<file path="config.mk">
export PLATFORM = sky130hd
export DESIGN_NAME = decode_exec_unit_flat
export DESIGN_NICKNAME = d
export VERILOG_FILES = /design/src/rtl/decode_exec_unit_if.sv /design/src/rtl/decode_exec_unit.sv /design/src/flat_wrapper.sv
export SDC_FILE = /design/constraint.sdc
export NUM_CORES = 1
export LEC_CHECK = 0
export BUFFER_PORTS_ARGS = -buffer_cell sky130_fd_sc_hd__buf_2
export CAP_MARGIN = 30
export CORE_UTILIZATION = 50
export CTS_CLUSTER_SIZE = 30
export DETAILED_ROUTE_END_ITERATION = 10
export PLACE_DENSITY = 0.73
export SYNTH_ARGS = -nofsm -noshare
export SYNTH_HDL_FRONTEND = slang
export SYNTH_SLANG_ARGS = --single-unit
</file>
<file path="constraint.sdc">
create_clock -name clk -period 1.11 [get_ports clk]
set_input_delay 0.1665 -clock clk [delete_from_list [all_inputs] [get_ports clk]]
set_output_delay 0.1665 -clock clk [all_outputs]
set_load 0.05 [all_outputs]
</file>
<file path="src/rtl/decode_exec_unit_if.sv">
// Decode/execute bus: instruction and register operands in, datapath
// controls and ALU result out.
interface decode_exec_unit_if #(
  parameter int unsigned WORD_WIDTH = 32
);
  logic [31:0]           instr;
  logic [WORD_WIDTH-1:0] rs_data;
  logic [WORD_WIDTH-1:0] rt_data;
  logic [1:0]            reg_dst;
  logic                  branch;
  logic [1:0]            jump;
  logic                  mem_read;
  logic                  mem_write;
  logic [1:0]            mem_to_reg;
  logic                  reg_write;
  logic [WORD_WIDTH-1:0] alu_result;
  logic                  zero;

  // Producer of the instruction/operands, consumer of the controls
  modport master (
    output instr, rs_data, rt_data,
    input  reg_dst, branch, jump, mem_read, mem_write, mem_to_reg,
           reg_write, alu_result, zero
  );

  // The decode/execute unit itself
  modport slave (
    input  instr, rs_data, rt_data,
    output reg_dst, branch, jump, mem_read, mem_write, mem_to_reg,
           reg_write, alu_result, zero
  );
endinterface

</file>
<file path="src/rtl/decode_exec_unit.sv">
// Main control, ALU-function decode and 32-bit ALU for the single-cycle
// MIPS core. Everything is computed combinationally and captured in one
// output register stage.
module decode_exec_unit #(
  parameter int unsigned WORD_WIDTH = 32
) (
  input  logic              clk,
  input  logic              rst,
  decode_exec_unit_if.slave bus
);

  typedef enum logic [4:0] {
    ALU_ADD  = 5'd0,
    ALU_SUB  = 5'd1,
    ALU_AND  = 5'd2,
    ALU_OR   = 5'd3,
    ALU_XOR  = 5'd4,
    ALU_NOR  = 5'd5,
    ALU_SLT  = 5'd6,
    ALU_SLTU = 5'd7,
    ALU_SLL  = 5'd8,
    ALU_SRL  = 5'd9,
    ALU_SRA  = 5'd10,
    ALU_LUI  = 5'd11
  } alu_op_t;

  typedef enum logic [2:0] {
    AOP_ADD  = 3'd0,
    AOP_SUB  = 3'd1,
    AOP_FUNC = 3'd2,
    AOP_EXT  = 3'd3
  } alu_ctl_t;

  logic [5:0]  opcode;
  logic [5:0]  func;
  logic [4:0]  shamt;
  logic [15:0] imm;
  logic        unused_fields;

  assign opcode        = bus.instr[31:26];
  assign func          = bus.instr[5:0];
  assign shamt         = bus.instr[10:6];
  assign imm           = bus.instr[15:0];
  // Register numbers are routed to the register file by the datapath.
  assign unused_fields = ^bus.instr[25:11];

  // Main-control decode results
  logic [1:0] c_reg_dst;
  logic       c_branch;
  logic [1:0] c_jump;
  logic       c_mem_read;
  logic       c_mem_write;
  logic [1:0] c_mem_to_reg;
  logic       c_reg_write;
  alu_ctl_t   c_alu_ctl;
  alu_op_t    c_ext_op;
  logic       c_zero_ext;
  logic       c_use_rt;

  // Opcode decode: datapath controls and ALU control class
  always_comb begin
    c_reg_dst    = 2'd0;
    c_branch     = 1'b0;
    c_jump       = 2'd0;
    c_mem_read   = 1'b0;
    c_mem_write  = 1'b0;
    c_mem_to_reg = 2'd0;
    c_reg_write  = 1'b0;
    c_alu_ctl    = AOP_ADD;
    c_ext_op     = ALU_ADD;
    c_zero_ext   = 1'b0;
    c_use_rt     = 1'b0;
    unique case (opcode)
      6'h00: begin
        c_reg_dst = 2'd1;
        c_use_rt  = 1'b1;
        c_alu_ctl = AOP_FUNC;
        // jr and unknown funcs suppress the write
        case (func)
          6'h20, 6'h21, 6'h22, 6'h23, 6'h24, 6'h25, 6'h26, 6'h27,
          6'h2A, 6'h2B, 6'h00, 6'h02, 6'h03, 6'h04, 6'h06, 6'h07:
            c_reg_write = 1'b1;
          6'h08:   c_jump = 2'd2;
          default: c_reg_write = 1'b0;
        endcase
      end
      6'h08, 6'h09: c_reg_write = 1'b1;
      6'h0A: begin c_reg_write = 1'b1; c_alu_ctl = AOP_EXT; c_ext_op = ALU_SLT;  end
      6'h0B: begin c_reg_write = 1'b1; c_alu_ctl = AOP_EXT; c_ext_op = ALU_SLTU; end
      6'h0C: begin c_reg_write = 1'b1; c_alu_ctl = AOP_EXT; c_ext_op = ALU_AND; c_zero_ext = 1'b1; end
      6'h0D: begin c_reg_write = 1'b1; c_alu_ctl = AOP_EXT; c_ext_op = ALU_OR;  c_zero_ext = 1'b1; end
      6'h0E: begin c_reg_write = 1'b1; c_alu_ctl = AOP_EXT; c_ext_op = ALU_XOR; c_zero_ext = 1'b1; end
      6'h0F: begin c_reg_write = 1'b1; c_alu_ctl = AOP_EXT; c_ext_op = ALU_LUI; end
      6'h23: begin
        c_reg_write  = 1'b1;
        c_mem_read   = 1'b1;
        c_mem_to_reg = 2'd1;
      end
      6'h2B: c_mem_write = 1'b1;
      6'h04: begin
        c_branch  = 1'b1;
        c_use_rt  = 1'b1;
        c_alu_ctl = AOP_SUB;
      end
      6'h02: c_jump = 2'd1;
      6'h03: begin
        c_jump       = 2'd1;
        c_reg_dst    = 2'd2;
        c_mem_to_reg = 2'd2;
        c_reg_write  = 1'b1;
      end
      default: ;
    endcase
  end

  alu_op_t alu_op;
  logic    var_shift;

  // ALU operation select, including R-type func decode
  always_comb begin
    alu_op    = ALU_ADD;
    var_shift = 1'b0;
    case (c_alu_ctl)
      AOP_SUB: alu_op = ALU_SUB;
      AOP_EXT: alu_op = c_ext_op;
      AOP_FUNC: begin
        case (func)
          6'h22, 6'h23: alu_op = ALU_SUB;
          6'h24:        alu_op = ALU_AND;
          6'h25:        alu_op = ALU_OR;
          6'h26:        alu_op = ALU_XOR;
          6'h27:        alu_op = ALU_NOR;
          6'h2A:        alu_op = ALU_SLT;
          6'h2B:        alu_op = ALU_SLTU;
          6'h00:        alu_op = ALU_SLL;
          6'h02:        alu_op = ALU_SRL;
          6'h03:        alu_op = ALU_SRA;
          6'h04: begin alu_op = ALU_SLL; var_shift = 1'b1; end
          6'h06: begin alu_op = ALU_SRL; var_shift = 1'b1; end
          6'h07: begin alu_op = ALU_SRA; var_shift = 1'b1; end
          default:      alu_op = ALU_ADD;
        endcase
      end
      default: alu_op = ALU_ADD;
    endcase
  end

  logic [WORD_WIDTH-1:0] ext_imm;
  logic [WORD_WIDTH-1:0] op_a;
  logic [WORD_WIDTH-1:0] op_b;
  logic [4:0]            sh;
  logic [WORD_WIDTH-1:0] result;

  assign ext_imm = c_zero_ext ? {{(WORD_WIDTH-16){1'b0}}, imm}
                              : {{(WORD_WIDTH-16){imm[15]}}, imm};
  assign op_a    = bus.rs_data;
  assign op_b    = c_use_rt ? bus.rt_data : ext_imm;
  assign sh      = var_shift ? bus.rs_data[4:0] : shamt;

  // ALU datapath; arithmetic wraps, no overflow detection
  always_comb begin
    result = '0;
    case (alu_op)
      ALU_ADD:  result = op_a + op_b;
      ALU_SUB:  result = op_a - op_b;
      ALU_AND:  result = op_a & op_b;
      ALU_OR:   result = op_a | op_b;
      ALU_XOR:  result = op_a ^ op_b;
      ALU_NOR:  result = ~(op_a | op_b);
      ALU_SLT:  result = {{(WORD_WIDTH-1){1'b0}}, $signed(op_a) < $signed(op_b)};
      ALU_SLTU: result = {{(WORD_WIDTH-1){1'b0}}, op_a < op_b};
      ALU_SLL:  result = op_b << sh;
      ALU_SRL:  result = op_b >> sh;
      ALU_SRA:  result = $signed(op_b) >>> sh;
      ALU_LUI:  result = {op_b[15:0], 16'h0000};
      default:  result = op_a + op_b;
    endcase
  end

  // Output register stage, cleared asynchronously
  always_ff @(posedge clk or posedge rst) begin
    if (rst) begin
      bus.reg_dst    <= '0;
      bus.branch     <= 1'b0;
      bus.jump       <= '0;
      bus.mem_read   <= 1'b0;
      bus.mem_write  <= 1'b0;
      bus.mem_to_reg <= '0;
      bus.reg_write  <= 1'b0;
      bus.alu_result <= '0;
      bus.zero       <= 1'b0;
    end else begin
      bus.reg_dst    <= c_reg_dst;
      bus.branch     <= c_branch;
      bus.jump       <= c_jump;
      bus.mem_read   <= c_mem_read;
      bus.mem_write  <= c_mem_write;
      bus.mem_to_reg <= c_mem_to_reg;
      bus.reg_write  <= c_reg_write;
      bus.alu_result <= result;
      bus.zero       <= (result == '0);
    end
  end

endmodule

</file>
<file path="src/flat_wrapper.sv">
// flat-port wrapper written by rule: the top's interface ports become plain ports
module decode_exec_unit_flat 
#(
  parameter int unsigned WORD_WIDTH = 32
)
  (clk, rst, bus_instr, bus_rs_data, bus_rt_data, bus_reg_dst, bus_branch, bus_jump, bus_mem_read, bus_mem_write, bus_mem_to_reg, bus_reg_write, bus_alu_result, bus_zero);
  decode_exec_unit_if #(.WORD_WIDTH(WORD_WIDTH)) bus_i ();
  input  logic clk;
  input  logic rst;
  input wire logic [$bits(bus_i.instr)-1:0] bus_instr;
  input wire logic [$bits(bus_i.rs_data)-1:0] bus_rs_data;
  input wire logic [$bits(bus_i.rt_data)-1:0] bus_rt_data;
  output wire logic [$bits(bus_i.reg_dst)-1:0] bus_reg_dst;
  output wire logic [$bits(bus_i.branch)-1:0] bus_branch;
  output wire logic [$bits(bus_i.jump)-1:0] bus_jump;
  output wire logic [$bits(bus_i.mem_read)-1:0] bus_mem_read;
  output wire logic [$bits(bus_i.mem_write)-1:0] bus_mem_write;
  output wire logic [$bits(bus_i.mem_to_reg)-1:0] bus_mem_to_reg;
  output wire logic [$bits(bus_i.reg_write)-1:0] bus_reg_write;
  output wire logic [$bits(bus_i.alu_result)-1:0] bus_alu_result;
  output wire logic [$bits(bus_i.zero)-1:0] bus_zero;
  assign bus_i.instr = bus_instr;
  assign bus_i.rs_data = bus_rs_data;
  assign bus_i.rt_data = bus_rt_data;
  assign bus_reg_dst = bus_i.reg_dst;
  assign bus_branch = bus_i.branch;
  assign bus_jump = bus_i.jump;
  assign bus_mem_read = bus_i.mem_read;
  assign bus_mem_write = bus_i.mem_write;
  assign bus_mem_to_reg = bus_i.mem_to_reg;
  assign bus_reg_write = bus_i.reg_write;
  assign bus_alu_result = bus_i.alu_result;
  assign bus_zero = bus_i.zero;
  decode_exec_unit #(.WORD_WIDTH(WORD_WIDTH)) u_core (.clk(clk), .rst(rst), .bus(bus_i));
endmodule
</file>
==> results of run 1 <==
-- per-layer routing --
metal | global-route usage, % | GRT overflow
met1 | 83.2 | 25
met2 | 103 | 395
met3 | 75.2 | 19
met4 | 92.1 | 206
met5 | 39.8 | 5
-- what timing repair did --
action	CTS
endpoints found under the setup margin	37
cloned	0
hold endpoints to repair	43
resized for setup	180
pin swaps	70
hold buffers	1
buffers inserted	70
-- kinds of logic after synthesis --
logic type | synth area share, %
AO/OA/AOI/OAI | 36.6
AND/OR/NAND/NOR | 22.7
buffers and inverters | 7.66
multiplexers | 10.8
adder cells (fa/ha/maj) | 11.0
flip-flops | 9.54
XOR/XNOR | 1.71
-- through the flow --
step | util, % | std cells
after floorplan | - | 1672
after global placement | 81.4 | 2669
after detailed placement | 81.4 | 2669
after CTS | 88.2 | 2740
==> reports/summary.json, run 1 <==
{
  "outcome": {
    "run_status": "did not finish",
    "lastStage": "global routing",
    "firstError": "[ERROR GRT-0116] Global routing finished with congestion. Check the congestion regions in the DRC Viewer."
  },
  "floorplanning": {
    "start_util_pct": 51.3,
    "die-width_um": 152,
    "fp-row-count": 54,
    "floorplan.io_pins": 141,
    "fp.dieH_um": 152
  },
  "logic_synthesis": {
    "synth_edf_count": 0,
    "yosys_warnings": 0,
    "synth_top_cells_by_area": "sky130_fd_sc_hd__ha_1 11%, sky130_fd_sc_hd__dfrtp_1 9.5%, sky130_fd_sc_hd__mux2i_1 9.2%, sky130_fd_sc_hd__nand2_1 6.4%, sky130_fd_sc_hd__a21oi_1 6.3%",
    "synthDominantAreaCellType": "sky130_fd_sc_hd__ha_1",
    "yosysMostFrequentCell": "sky130_fd_sc_hd__nand2_1",
    "ys_top_cells_by_count": "192 x sky130_fd_sc_hd__nand2_1, 166 x sky130_fd_sc_hd__nor2_1, 141 x sky130_fd_sc_hd__a21oi_1",
    "mean_cell_area_of_the_mapped_netlist_um2": 6.74,
    "post_synthesis_cell_type_count": 84,
    "syn-num-nets": 1868,
    "synthArstFlopShare_pct": 100,
    "yosys_register_bits": 43,
    "synth_seq_area_share_pct": 9.54,
    "netlist_instances": 1672,
    "postSynth.topFlopCell": "sky130_fd_sc_hd__dfrtp_1",
    "netlist_area_mm2": 0.0113,
    "synth_largest_type_area_fraction_pct": 10.7
  },
  "global_routing": {
    "wire_length_of_the_first_global_routing_pass_um": 157000,
    "grt_overflow": 650,
    "grt_pass1_vias": 23800,
    "total_global_route_track_usage_pct": 86.9,
    "largest_net_degree_at_the_start_of_global_routing": 44
  },
  "cts": {
    "cts-root-buf": "sky130_fd_sc_hd__clkbuf_16",
    "numClockSinks": 43,
    "cts_inserted_buffers": 5,
    "clk_path_buf_depth": 2,
    "cts-htree-levels": 2
  },
  "placed_design": {
    "gp_congestion": 1.41,
    "port-buffer-count": 130,
    "cell_area_after_placement_mm2": 0.0179,
    "pre_cts_ws_ns": -4.10,
    "place_hpwl_um": 54800
  }
}
==> run 2: changes to the inputs <==
- CORE_UTILIZATION: 50 -> 35
- CTS_CLUSTER_SIZE: 30 -> unset
- PLACE_DENSITY: 0.73 -> unset
- PLACE_DENSITY_LB_ADDON: unset -> 0.15
- clock period: 1.11 -> 1.4 ns (I/O delays scaled with it)
==> run 2 against run 1 <==
The flow now finishes, with violations (negative setup slack). Synthesized cell count stayed put. Synthesized area did not move.
==> reports/summary.json, run 2 <==
{
  "outcome": {
    "run_status": "finished with violations",
    "violations_in_the_final_reports": "negative setup slack"
  },
  "logic_synthesis": {
    "netlist_area_mm2": 0.0113,
    "mean_cell_area_of_the_mapped_netlist_um2": 6.74,
    "synth_simple_gate_area_share_pct": 22.7,
    "synthArstFlopShare_pct": 100,
    "yosysMostFrequentCell": "sky130_fd_sc_hd__nand2_1",
    "ys_top_cells_by_count": "192 x sky130_fd_sc_hd__nand2_1, 166 x sky130_fd_sc_hd__nor2_1, 141 x sky130_fd_sc_hd__a21oi_1",
    "synth_top_family_by_area": "compound AO/OA/AOI/OAI gates",
    "yosys_warnings": 0,
    "synth_largest_type_area_fraction_pct": 10.7,
    "synthXorXnorAreaFrac_pct": 1.71,
    "postSynth.topFlopCell": "sky130_fd_sc_hd__dfrtp_1",
    "synthDominantAreaCellType": "sky130_fd_sc_hd__ha_1",
    "post_synthesis_cell_type_count": 84,
    "synth_top_cells_by_area": "sky130_fd_sc_hd__ha_1 11%, sky130_fd_sc_hd__dfrtp_1 9.5%, sky130_fd_sc_hd__mux2i_1 9.2%, sky130_fd_sc_hd__nand2_1 6.4%, sky130_fd_sc_hd__a21oi_1 6.3%",
    "synth_fa_ha_area_share_pct": 11.0,
    "synth_mux_area_share_pct": 10.8,
    "synth_seq_area_share_pct": 9.54,
    "netlist_instances": 1672,
    "synth_edf_count": 0,
    "syn-num-nets": 1868,
    "fraction_of_the_mapped_netlist_area_in_compound_gates_pct": 36.6,
    "yosys_register_bits": 43
  },
  "sta": {
    "final.hold.worst_slack_ns": 0.184,
    "maxClockFrequency_mhz": 204,
    "timing.final.ws_setup_ns": -3.49,
    "grt_setup_unrepaired": "true",
    "setup_viol": 33,
    "relSlewSlack_pct": 36.2,
    "timing.final.crit_share_pct": 349,
    "post-route-min-period_ns": 4.89,
    "final_hold_viol_count": 0,
    "worstMarginPinSlew_ns": 0.948,
    "finalMaxSlewViolations": 0
  },
  "global_routing": {
    "grt_overflow": 0,
    "largest_net_degree_at_the_start_of_global_routing": 28,
    "total_global_route_track_usage_pct": 48.6,
    "grt_pass1_vias": 18100,
    "grt_antenna_before_repair": 5,
    "wire_length_of_the_first_global_routing_pass_um": 118000
  },
  "floorplanning": {
    "fp-row-count": 65,
    "fp.dieArea_mm2": 0.0329,
    "start_util_pct": 35.6,
    "fp.dieH_um": 181,
    "floorplan.io_pins": 141,
    "die-width_um": 181,
    "core_region_area_mm2": 0.0316
  },
  "final_layout": {
    "area_delta_synth_final_pct": 87.9,
    "layout_common_cells": "767 x sky130_fd_sc_hd__buf_4, 180 x sky130_fd_sc_hd__nand2_1, 145 x sky130_fd_sc_hd__nor2_1, 126 x sky130_fd_sc_hd__buf_2, 108 x sky130_fd_sc_hd__a21oi_1",
    "drive_gt1_share_pct": 51.1,
    "final.fill_count": 2664,
    "mostFrequentLayoutCell": "sky130_fd_sc_hd__buf_4",
    "nNetsFinal": 2748,
    "largest_register_ff_count": 32,
    "max_flop_register": "u_core.bus.alu_result"
  },
  "detailed_routing": {
    "detail_route.wirelength_um": 82500,
    "wl_per_cell_um": 27.9,
    "post-route-drc-count": 0,
    "drtPass1Iterations": 7,
    "num_vias": 18600,
    "initialDrtViolationCount": 2502,
    "routed_via_density": 6.29,
    "route.antenna.remaining_nets": 0
  },
  "power_and_ir_drop": {
    "finalPower_mw": 13.3,
    "power_density_mw_per_mm2": 630,
    "vdd_drop_max_uv": 521,
    "total_leakage_power_nw": 9.92
  },
  "cts": {
    "cts-root-buf": "sky130_fd_sc_hd__clkbuf_16",
    "cts_inserted_buffers": 5,
    "clk_path_buf_depth": 2,
    "cts-htree-levels": 2,
    "path_clk_slew_ns": 0.07,
    "cts_tree": "built",
    "numClockSinks": 43
  },
  "placed_design": {
    "place_hpwl_um": 66700,
    "port-buffer-count": 130,
    "gp_congestion": 1.11
  },
  "critical_path": {
    "max_stage_delay_ns": 0.48,
    "critical_path_class": "in2reg",
    "cp_slowest_cell": "sky130_fd_sc_hd__or4b_1",
    "critPathArrivalTime_ns": 5.16,
    "cpMostUsedCell": "sky130_fd_sc_hd__buf_6",
    "startpoint_type": "input pin",
    "crit_required_ns": 1.66,
    "cp-end-kind": "register",
    "path_max_fanout": 4
  },
  "hold_path": {
    "end_of_the_worst_hold_path": "u_core.bus.mem_read$_DFF_PP0_",
    "holdCritStartpoint": "bus_instr[29]",
    "whs_path_depth": 3,
    "worstHoldPathType": "in2reg"
  },
  "job": {
    "drv.max_cap_violation_count": 0
  }
}
[run 2: cell counts after synthesis]
No cell type changed its count.
[run 2: cell families after synthesis]
family | count (synthesis)
XOR/XNOR | 22
flip-flops | 43
buffers and inverters | 217
multiplexers | 119
AO/OA/AOI/OAI | 618
AND/OR/NAND/NOR | 555
adder cells (fa/ha/maj) | 98
[run 2: worst max-delay path: cells and delay by family]
kind / cells / cell delay, ns
buffers and inverters: 8 / 0.96
adder cells (fa/ha/maj): 1 / 0.25
XOR/XNOR: 1 / 0.18
AND/OR/NAND/NOR: 12 / 2.79
AO/OA/AOI/OAI: 5 / 0.72
[run 2: worst max path at each step]
stage	depth (start not counted)	slack, ns	endpoint	start
detailed placement	22	-3.96	u_core.bus.zero$_DFF_PP0_	bus_instr[27]
global route	27	-3.60	u_core.bus.zero$_DFF_PP0_	bus_instr[27]
global placement	21	-3.86	u_core.bus.zero$_DFF_PP0_	bus_instr[29]
floorplan	22	-3.52	u_core.bus.zero$_DFF_PP0_	bus_instr[27]
finish	27	-3.49	u_core.bus.zero$_DFF_PP0_	bus_instr[27]
CTS	23	-3.30	u_core.bus.zero$_DFF_PP0_	bus_instr[27]
[run 2: layer usage]
metal	part of all wire, %	vias to the layer above	GRT usage [%]
li1	-	8022	-
met1	38	8894	59.0
met2	42	1299	73.6
met3	10	376	11.3
met4	9.5	4	38.9
met5	0.029	-	0
[run 2: area by class of cell]
type | count | area, um2 | area share [%]
Tap cell | 402 | 503 | 2.37
Clock buffer | 6 | 129 | 0.608
Sequential cell | 43 | 1080 | 5.08
Clock inverter | 2 | 12.5 | 0.0591
Timing Repair Buffer | 989 | 7670 | 36.2
Inverter | 101 | 398 | 1.88
Multi-Input combinational cell | 1412 | 11400 | 53.8
Antenna cell | 2 | 5.00 | 0.0236
[run 2: stage by stage]
step / TNS, ns / worst slack [ns] / instance area, um2 / util, % / cells
after floorplan: -70.46 / -3.52 / 12100 / - / 1672
after global placement: -95.94 / -3.86 / 18500 / 58.6 / 2849
after detailed placement: -96.69 / -3.96 / 18500 / 58.6 / 2849
after CTS: -75.65 / -3.30 / 20400 / 64.6 / 2925
after global routing: -81.80 / -3.60 / 21200 / 67.0 / 2956
final: -79.26 / -3.49 / 21200 / 67.0 / 2957
[run 2: what timing repair did]
item | in CTS | in global routing
cloned | 1 | 0
hold buffers | 1 | 0
pin swaps | 104 | 73
endpoints found under the setup margin | 33 | 35
gates resized for setup | 243 | 124
endpoints found under the hold margin | 16 | 0
setup buffers | 72 | 43
[run 2: power by group]
group / internal [mW] / total [mW] / leakage, nW / switching (mW)
clock network: 0.663 / 1.29 / 0.0669 / 0.631
logic: 4.54 / 10.5 / 9.32 / 5.99
registers: 1.46 / 1.51 / 0.524 / 0.0501
Note: power is estimated with default switching activity, not from simulation.
==> run 3: changes to the inputs <==
- MAX_ROUTING_LAYER: unset -> met4
==> run 3 against run 2 <==
The run still ends with negative setup slack left. Fmax rose by 1.4%. First-iteration DRC count shrank 11%. Largest cell class unchanged. Largest power group unchanged. Worst setup slack improved by 0.066 ns. Via count grew 1.0%. Final cell count shrank 0.68%. Sequential power hardly changed. Sequential share of layout area shrank 0.065 points. Critical path depth fell by 2. Critical path type unchanged.
==> reports/summary.json, run 3 (same netlist as run 2, synthesis figures left out) <==
{
  "outcome": {
    "run_status": "finished with violations",
    "violations_in_the_final_reports": "negative setup slack"
  },
  "power_and_ir_drop": {
    "combinationalPowerShare_pct": 78.7,
    "p_int_mw": 6.68,
    "power.net_switching_mw": 6.79,
    "clockPowerShare_pct": 10.1,
    "power_density_mw_per_mm2": 627,
    "power_switching_share_pct": 50.4,
    "vdd_drop_max_uv": 542,
    "p_seq_share_pct": 11.3,
    "total_leakage_power_nw": 9.87,
    "finalPower_mw": 13.5
  },
  "sta": {
    "maxClockFrequency_mhz": 207,
    "setup_viol": 33,
    "timing.final.crit_share_pct": 345,
    "relSlewSlack_pct": 49.7,
    "finalMaxSlewViolations": 0,
    "worstMarginPinSlew_ns": 0.747,
    "post-route-min-period_ns": 4.83,
    "grt_setup_unrepaired": "true",
    "timing.final.ws_setup_ns": -3.43,
    "final_hold_viol_count": 0
  },
  "critical_path": {
    "cpMostUsedCell": "sky130_fd_sc_hd__buf_6",
    "critical_path_depth": 25,
    "startpoint_type": "input pin",
    "path_max_fanout": 8,
    "cp_slowest_cell": "sky130_fd_sc_hd__or4b_1",
    "critPathArrivalTime_ns": 5.11,
    "critical_path_class": "in2reg",
    "timing.critical_path.max_delay_family": "simple AND/OR/NAND/NOR gates",
    "path_buf_inv": 6,
    "crit_required_ns": 1.68,
    "cp-end-kind": "register",
    "max_stage_delay_ns": 0.48
  },
  "cts": {
    "cts_inserted_buffers": 5,
    "cts-htree-levels": 2,
    "path_clk_slew_ns": 0.08,
    "cts-root-buf": "sky130_fd_sc_hd__clkbuf_16",
    "clk_path_buf_depth": 2,
    "cts_tree": "built",
    "numClockSinks": 43
  },
  "floorplanning": {
    "fp.dieH_um": 181,
    "fp.dieArea_mm2": 0.0329,
    "floorplan.io_pins": 141,
    "fp-row-count": 65,
    "core_region_area_mm2": 0.0316,
    "start_util_pct": 35.6,
    "die-width_um": 181
  },
  "global_routing": {
    "grt_pass1_vias": 17900,
    "wire_length_of_the_first_global_routing_pass_um": 117000,
    "total_global_route_track_usage_pct": 49.8,
    "grt_antenna_before_repair": 3,
    "grt_overflow": 0,
    "largest_net_degree_at_the_start_of_global_routing": 30
  },
  "final_layout": {
    "max_flop_register": "u_core.bus.alu_result",
    "mostFrequentLayoutCell": "sky130_fd_sc_hd__buf_4",
    "layout_common_cells": "737 x sky130_fd_sc_hd__buf_4, 174 x sky130_fd_sc_hd__nand2_1, 140 x sky130_fd_sc_hd__nor2_1, 129 x sky130_fd_sc_hd__buf_2, 111 x sky130_fd_sc_hd__a21oi_1",
    "largest_register_ff_count": 32,
    "drive_gt1_share_pct": 52.6,
    "nNetsFinal": 2727,
    "area_delta_synth_final_pct": 90.3
  },
  "hold_path": {
    "worstHoldPathType": "in2reg",
    "whs_path_depth": 3
  },
  "placed_design": {
    "place_hpwl_um": 66100,
    "port-buffer-count": 130,
    "pre_cts_ws_ns": -3.98,
    "gp_congestion": 1.12
  },
  "detailed_routing": {
    "post-route-drc-count": 0,
    "wl_per_cell_um": 28.5,
    "detail_route.wirelength_um": 83700,
    "route.antenna.remaining_nets": 0,
    "routed_via_density": 6.40,
    "num_vias": 18800,
    "initialDrtViolationCount": 2233,
    "drtPass1Iterations": 6
  },
  "job": {
    "drv.max_cap_violation_count": 0
  }
}
run 3: power by group through the flow:
| stage | combinational (mW) | clock [mW] | sequential (mW) |
|---|---|---|---|
| after floorplan | 3.37 | 0 | 2.37 |
| after global placement | 8.59 | 0 | 1.54 |
| after detailed placement | 8.64 | 0 | 1.54 |
| after CTS | 9.59 | 1.37 | 1.52 |
| after global routing | 10.9 | 1.39 | 1.53 |
| final | 10.6 | 1.35 | 1.52 |
run 3: cell type report:
cell class | count | area, um2
inverter | 101 | 397
clock inverter | 3 | 26.3
sequential | 43 | 1080
fill | 2593 | 10200
tap | 402 | 503
clock buffer | 5 | 125
antenna | 3 | 7.51
timing repair buffer | 968 | 7580
multi-input combinational | 1412 | 11700
run 3: worst paths after layout:
kind	startpoint	endpoint	slack, ns
worst max-delay path	bus_instr[31]	u_core.bus.zero$_DFF_PP0_	-3.43
max in group asynchronous	rst	u_core.bus.mem_to_reg[1]$_DFF_PP0_	0.49
worst min-delay path	bus_instr[1]	u_core.bus.jump[1]$_DFF_PP0_	0.17
min in group asynchronous	rst	u_core.bus.alu_result[24]$_DFF_PP0_	0.39
run 3: stage by stage:
stage	cell area, um2	hold slack [ns]	cells	TNS, ns	util (%)
5_1_grt	21500	0.178	2937	-81.06	67.8
6_report	21500	0.168	2937	-78.71	67.8
3_3_place_gp	18500	0.203	2837	-98.76	58.3
3_5_place_dp	18500	0.204	2837	-99.66	58.3
4_1_cts	20400	0.165	2903	-74.20	64.4
2_1_floorplan	12100	0.280	1672	-70.46	-
run 3: metal layers:
layer	GRT usage (%)	routed length, um	vias up	part of all wire [%]
li1	-	-	7991	-
met1	59.2	31500	9023	38
met2	76.2	36400	1364	43
met3	10.8	8770	407	10
met4	31.7	7060	0	8.4
met5	-	0	-	0
run 3: tightest hold or removal path, stage by stage:
cell	delay (ns)
sky130_fd_sc_hd__buf_2	0.09
sky130_fd_sc_hd__buf_4	0.13
sky130_fd_sc_hd__nor3_2	0.05
run 3: repair_timing:
| item | CTS | global route |
|---|---|---|
| hold endpoints to repair | 16 | 0 |
| setup endpoints to repair | 35 | 35 |
| gates cloned | 1 | 0 |
| pin swaps | 114 | 104 |
| hold buffers | 1 | 0 |
| buffers inserted | 62 | 40 |
| resized for setup | 279 | 161 |
